==> src/rtl/mul_pkg.sv <==
`default_nettype none
// +----------------------------------------------------------------+
// | mul_pkg: shared FSM encoding, defaults and operand-pair type.   |
// | Rev 1.0                                                         |
// +----------------------------------------------------------------+
package mul_pkg;

  localparam int DEPTH_DEF   = 4;
  localparam int TIMEOUT_DEF = 24;

  localparam logic [1:0] ST_IDLE = 2'd0;
  localparam logic [1:0] ST_CLR  = 2'd1;
  localparam logic [1:0] ST_RUN  = 2'd2;
  localparam logic [1:0] ST_HOLD = 2'd3;

  typedef struct packed {
    logic [7:0] a;
    logic [7:0] b;
  } op_pair_t;

endpackage
`default_nettype wire

==> src/rtl/mul_dispatch_op_fifo.sv <==
`default_nettype none
// +----------------------------------------------------------------+
// | op_fifo: power-of-two operand-pair FIFO with combinational head.|
// | Rev 1.0                                                         |
// +----------------------------------------------------------------+
module op_fifo
  import mul_pkg::*;
#(
  parameter int DEPTH = DEPTH_DEF
) (
  input  logic     clk,
  input  logic     rst,
  input  logic     push,
  input  op_pair_t push_data,
  input  logic     pop,
  output op_pair_t pop_data,
  output logic     full,
  output logic     empty
);

  localparam int AW = $clog2(DEPTH);
  localparam int CW = $clog2(DEPTH + 1);

  op_pair_t      mem_q [DEPTH];
  logic [AW-1:0] wr_ptr_q, wr_ptr_d;
  logic [AW-1:0] rd_ptr_q, rd_ptr_d;
  logic [CW-1:0] count_q, count_d;
  logic          do_push;
  logic          do_pop;

  assign full     = (count_q == CW'(DEPTH));
  assign empty    = (count_q == '0);
  assign do_pop   = pop && !empty;
  // A pop in the same cycle frees the slot the write lands in.
  assign do_push  = push && (!full || do_pop);
  assign pop_data = mem_q[rd_ptr_q];

  always_comb begin
    wr_ptr_d = wr_ptr_q;
    rd_ptr_d = rd_ptr_q;
    count_d  = count_q;
    if (do_push) wr_ptr_d = wr_ptr_q + AW'(1);
    if (do_pop)  rd_ptr_d = rd_ptr_q + AW'(1);
    case ({do_push, do_pop})
      2'b10:   count_d = count_q + CW'(1);
      2'b01:   count_d = count_q - CW'(1);
      default: count_d = count_q;
    endcase
  end

  always_ff @(posedge clk or negedge rst) begin
    if (!rst) begin
      wr_ptr_q <= '0;
      rd_ptr_q <= '0;
      count_q  <= '0;
    end else begin
      wr_ptr_q <= wr_ptr_d;
      rd_ptr_q <= rd_ptr_d;
      count_q  <= count_d;
    end
  end

  always_ff @(posedge clk) begin
    if (do_push) mem_q[wr_ptr_q] <= push_data;
  end

endmodule
`default_nettype wire

==> src/rtl/mul_dispatch.sv <==
`default_nettype none
// +----------------------------------------------------------------+
// | mul_dispatch: feeds queued operand pairs to a shift-add mult.   |
// | Rev 1.0                                                         |
// +----------------------------------------------------------------+
module mul_dispatch
  import mul_pkg::*;
#(
  parameter int DEPTH   = DEPTH_DEF,
  parameter int TIMEOUT = TIMEOUT_DEF
) (
  input  logic        clk,
  input  logic        rst,
  input  logic        in_valid,
  output logic        in_ready,
  input  logic [7:0]  in_a,
  input  logic [7:0]  in_b,
  output logic        mul_clr,
  output logic        mul_run,
  output logic [7:0]  mul_a,
  output logic [7:0]  mul_b,
  input  logic [15:0] mul_ans,
  input  logic        mul_done,
  output logic        res_valid,
  input  logic        res_ready,
  output logic [15:0] res_prod,
  output logic        res_err
);

  localparam int TW = $clog2(TIMEOUT + 1);

  logic [1:0]    state_q, state_d;
  logic [TW-1:0] tmo_cnt_q, tmo_cnt_d;
  logic [7:0]    mul_a_q, mul_a_d;
  logic [7:0]    mul_b_q, mul_b_d;
  logic [15:0]   res_prod_q, res_prod_d;
  logic          res_err_q, res_err_d;
  logic          mul_clr_q, mul_clr_d;
  logic          mul_run_q, mul_run_d;
  logic          res_valid_q, res_valid_d;

  op_pair_t fifo_wdata;
  op_pair_t fifo_rdata;
  logic     fifo_push;
  logic     fifo_pop;
  logic     fifo_full;
  logic     fifo_empty;

  // Held low while reset is asserted so nothing is accepted into a clearing FIFO.
  assign in_ready     = rst && !fifo_full;
  assign fifo_push    = in_valid && in_ready;
  assign fifo_wdata.a = in_a;
  assign fifo_wdata.b = in_b;

  op_fifo #(
    .DEPTH(DEPTH)
  ) u_op_fifo (
    .clk      (clk),
    .rst      (rst),
    .push     (fifo_push),
    .push_data(fifo_wdata),
    .pop      (fifo_pop),
    .pop_data (fifo_rdata),
    .full     (fifo_full),
    .empty    (fifo_empty)
  );

  always_comb begin
    state_d    = state_q;
    tmo_cnt_d  = tmo_cnt_q;
    mul_a_d    = mul_a_q;
    mul_b_d    = mul_b_q;
    res_prod_d = res_prod_q;
    res_err_d  = res_err_q;
    fifo_pop   = 1'b0;

    case (state_q)
      ST_IDLE: begin
        if (!fifo_empty) begin
          fifo_pop = 1'b1;
          state_d  = ST_CLR;
        end
      end
      ST_CLR: begin
        tmo_cnt_d = '0;
        state_d   = ST_RUN;
      end
      ST_RUN: begin
        // Completion is checked first so it wins on the final allowed cycle.
        if (mul_done) begin
          res_prod_d = mul_ans;
          res_err_d  = 1'b0;
          state_d    = ST_HOLD;
        end else if (tmo_cnt_q == TW'(TIMEOUT - 1)) begin
          res_prod_d = '0;
          res_err_d  = 1'b1;
          state_d    = ST_HOLD;
        end else begin
          tmo_cnt_d = tmo_cnt_q + TW'(1);
        end
      end
      ST_HOLD: begin
        if (res_ready) begin
          if (!fifo_empty) begin
            fifo_pop = 1'b1;
            state_d  = ST_CLR;
          end else begin
            state_d  = ST_IDLE;
          end
        end
      end
      default: state_d = ST_IDLE;
    endcase

    if (fifo_pop) begin
      mul_a_d = fifo_rdata.a;
      mul_b_d = fifo_rdata.b;
    end

    mul_clr_d   = (state_d == ST_CLR);
    mul_run_d   = (state_d == ST_RUN);
    res_valid_d = (state_d == ST_HOLD);
  end

  always_ff @(posedge clk or negedge rst) begin
    if (!rst) begin
      state_q     <= ST_IDLE;
      tmo_cnt_q   <= '0;
      mul_a_q     <= '0;
      mul_b_q     <= '0;
      res_prod_q  <= '0;
      res_err_q   <= 1'b0;
      mul_clr_q   <= 1'b0;
      mul_run_q   <= 1'b0;
      res_valid_q <= 1'b0;
    end else begin
      state_q     <= state_d;
      tmo_cnt_q   <= tmo_cnt_d;
      mul_a_q     <= mul_a_d;
      mul_b_q     <= mul_b_d;
      res_prod_q  <= res_prod_d;
      res_err_q   <= res_err_d;
      mul_clr_q   <= mul_clr_d;
      mul_run_q   <= mul_run_d;
      res_valid_q <= res_valid_d;
    end
  end

  assign mul_clr   = mul_clr_q;
  assign mul_run   = mul_run_q;
  assign mul_a     = mul_a_q;
  assign mul_b     = mul_b_q;
  assign res_valid = res_valid_q;
  assign res_prod  = res_prod_q;
  assign res_err   = res_err_q;

endmodule
`default_nettype wire

==> config.mk <==
export PLATFORM = sky130hd
export DESIGN_NAME = mul_dispatch
export DESIGN_NICKNAME = d
export VERILOG_FILES = /design/src/rtl/mul_pkg.sv /design/src/rtl/mul_dispatch_op_fifo.sv /design/src/rtl/mul_dispatch.sv
export SDC_FILE = /design/constraint.sdc
export NUM_CORES = 1
export LEC_CHECK = 0
export CORE_ASPECT_RATIO = 1.4
export CORE_MARGIN = 3
export CORE_UTILIZATION = 53
export CTS_BUF_LIST = sky130_fd_sc_hd__clkbuf_16
export CTS_CLUSTER_DIAMETER = 30
export CTS_CLUSTER_SIZE = 24
export DETAILED_ROUTE_END_ITERATION = 7
export PLACE_DENSITY_LB_ADDON = 0.15
export SLEW_MARGIN = 20
export SYNTH_ARGS = -nofsm -noshare
export SYNTH_HDL_FRONTEND = slang
export SYNTH_SLANG_ARGS = --single-unit
export TNS_END_PERCENT = 20
==> constraint.sdc <==
create_clock -name clk -period 3.2 [get_ports clk]
set_clock_uncertainty 0.1 [all_clocks]
set_input_delay 0.48 -clock clk [delete_from_list [all_inputs] [get_ports clk]]
set_output_delay 0.48 -clock clk [all_outputs]
set_load 0.05 [all_outputs]
==> results.md <==
- Outcome: completed
- First-pass GRT wire length: 13320 um
- Most frequent cells after synthesis: edfxtp_1, dfrtp_1, a22o_1
- Post-route ant nets: 0
- Post-synth top area cell: edfxtp_1
- Max cap viols: 0
- Netlist cell types: between 40 and 50
- Required time of the critical path: between 3000 and 4000 ps
- Slew HR: 0.4525
- Crit path time final: 2313 ps
- Resized cells post-CTS: 0
- Pins over their slew limit: 0
- Least-Margin Pin Slew: between 800 and 900 ps
- Syn_nets: 304
- Cell Area, Placed: 5419 um^2
- Mapped Area: ~4600 um^2
- CP Launch Type: register
- Slowest stage delay, CP: 430 ps
- WHS: 111.8 ps
- Register bit count reported by yosys: around 110
- Leakage: 0.002352 uW
- Yosys top cell area share: 0.4190
- Period utilization: 0.7227
- CTS Sinks: 114
- Most instantiated library cell after synthesis: edfxtp_1
- Top post-synthesis cells by area: edfxtp_1, dfrtp_1, mux4_1
- CTS tree: built
- Layout cells sized above 1: 0.1760
- EDFF count, synth: 64
- Area of the core: 8295 um^2
- Syn avg cell area: between 15 and 20 um^2
- RSZ-0062 raised after global routing: false
- Longest Clk Path Bufs: 2
- First DRT Iteration DRCs: 90
- Clk pwr share: 0.266
- Ys flop type: edfxtp_1
- GPL Wtd Cong: around 0.72
- Hold Buf Count CTS: 0
- Initial core utilization: 0.5529
- Final TNS setup: 0 ps
- Cell count after synthesis: 255
- Synthesis Warnings: 0
- Worst Path Arrival: approximately 2500 ps
- Dpl hpwl: between 5000 and 6000 um
- Async SR Flop Fraction: 0.4386
- Row cnt: 39
- DRC: 0
- Design area: 5972 um^2
- Antenna violations before repair: 0
- Nets@finish: roughly 390
- Vias in the first global route: ~2700
- Sequential fraction of the synthesis area: 0.6918
- Clock transition at path regs: 50 ps
- Critical path class: reg -> reg
- Worst hold path class: in -> async
- Cell chain of the critical path: inv_1, ha_1, nor3_4, ha_1, inv_1, fa_1, xor2_1, nor2_1, xor2_1
- Comb power frac: 0.395
- Die width: roughly 85 um
- Root Buffer: clkbuf_16
- Final wirelength: approximately 8300 um
- Placed cell count: ~430
- Post-synthesis mux area share: 0.1378
- Largest family of logic cells by synthesized area: multiplexers
- Tot Pwr: between 6000 and 7000 uW
- Synth Area in Simple Gates: 0.04364
- Antenna Cells: 0
- CP Capture Type: register
- Vias: 2545
- Die Height: ~120 um
- Postcts setup bufs: 0
- Area Overhead vs Synth: 30.20%
- Largest net degree at the start of global routing: 51
- Skew-Pair Late Insertion Delay: about 400 ps
- Finish-stage setup viols: 0
- Die area: 9823 um^2
- XOR/XNOR share of the synthesized area: 0.01337
- Ports: 74
- Htree depth: 4
- Max FO, Critical Path: 6
- Pint: about 4200 uW
- Non-filler cells in the finished layout: 460
- Worst VDD drop: 0.7896 mV
- CP max-delay cell: dfrtp_1
- Power share of the sequential group: 0.339
- Hold Vio Cnt, Final: 0
- Fillcell total: between 500 and 600
- IO Port Bufs: 73
- Total CTS buffers: 17
- Power Dens Cells: ~1100 nW/um^2
- Switch Pwr: 2302 uW
- Adder-Cell Fraction of Synth Area: 0.03437
- Sw Ratio: 0.3562
- Compound-Gate Fraction of Synth Area: 0.05537
- Max Fclk: between 400 and 500 MHz
- Routed WL per cell: 18.04 um
- Drt via density: 5.533
- 1st-pass router iterations: 4
- All-Layer GR Usage: 0.1837
- Global route overflow: 0
## cell type report
class	count	area (um^2)	area share
flip-flops and latches	114	3173	0.5313
well taps	102	127.6	0.02137
clock buffers	17	425.4	0.07123
multi-input cells	122	1305	0.2185
inverters	10	37.54	0.006285
clock inverters	15	127.6	0.02137
repair buffers	80	775.7	0.1299
## worst max-delay path, delay by kind of cell, from the launching register on
family                   cells  cell delay [ps]
XOR/XNOR                     2              310
adder cells (fa/ha/maj)      3              910
buffers and inverters        2              170
flip-flops                   1              430
AND/OR/NAND/NOR              2              310
## kinds of logic (layout without fill, tap and decap cells)
logic type,Yosys count,count (layout)
and+or+nand+nor,34,34
AOI/OAI and AO/OA,34,34
buffers and inverters,19,122
muxes,35,35
xor gates and xnor gates,7,7
DFF,114,114
adders and majority gates,12,12
## power by group through the flow
stage | Combinational [uW] | Clock (uW) | Sequential (uW)
finish | 2550 | 1720 | 2190
global route | 2710 | 1830 | 2240
global placement | 2540 | 0 | 2210
CTS | 2590 | 1760 | 2200
floorplan | 1190 | 0 | 2880
detailed placement | 2570 | 0 | 2220
## final timing paths
check                           slack, ps                               end                 start  cells after the start
worst max-delay path                  890  u_op_fifo.count_q[2]$_DFFE_PN0P_  state_q[1]$_DFF_PN0_                      9
worst min-delay path                  110          res_prod[13]$_DFFE_PN0P_                   rst                      2
worst max register to register        890  u_op_fifo.count_q[2]$_DFFE_PN0P_  state_q[1]$_DFF_PN0_                      9
worst min register to register        400              mul_a[0]$_DFFE_PN0N_  mul_a[0]$_DFFE_PN0N_                      1
max in group asynchronous            2450          tmo_cnt_q[1]$_DFFE_PN0P_                   rst                      2
min in group clk                      400              mul_a[0]$_DFFE_PN0N_  mul_a[0]$_DFFE_PN0N_                      1
## registers in the layout, summed over array words and instances (netlist names), 2 cells and up
name and flops:
mul_a 8, u_op_fifo.rd_ptr_q 2, u_op_fifo.wr_ptr_q 2, u_op_fifo.count_q 3, u_op_fifo.mem_q 64, tmo_cnt_q 5, state_q 2, mul_b 8
res_prod 16
## through the flow
stage / util / setup WS (ps)
2_1_floorplan: - / 405.4
3_3_place_gp: 0.6532 / 766.5
3_5_place_dp: 0.6532 / 694.1
4_1_cts: 0.7199 / 887.2
5_1_grt: 0.7199 / 731.3
6_report: 0.7199 / 887.4
## per-layer routing
metal  GRT usage  up-vias  wire length (um)
li1            -     1173                 -
met1      0.2119     1287              3317
met2      0.3173       78              4422
met3     0.05263        7               447
met4     0.08659        0               112
met5           0        -                 0
## placed cells by master (no fill, tap or decap), types with 2 or more instances in the layout
master,synthesis,layout
clkinv_1,0,5
clkbuf_16,0,17
o21ai_0,3,3
clkinvlp_4,0,3
and4b_1,2,2
nor2b_1,3,3
xor2_1,4,4
buf_4,1,8
nand2_1,4,4
clkinv_2,0,2
mux2_2,9,9
dfrtp_1,50,50
a21oi_1,6,6
xnor2_1,3,3
a31oi_1,2,2
mux2i_1,2,2
bufinv_16,0,2
and3_1,4,4
nor2_1,7,7
mux2_4,8,8
a22o_1,17,17
clkdlybuf4s50_1,0,71
and2_1,2,2
ha_1,11,11
mux4_1,8,8
inv_1,10,12
mux4_2,8,8
edfxtp_1,64,64
nand3_1,5,5
Note: power is estimated with default switching activity, not from simulation.
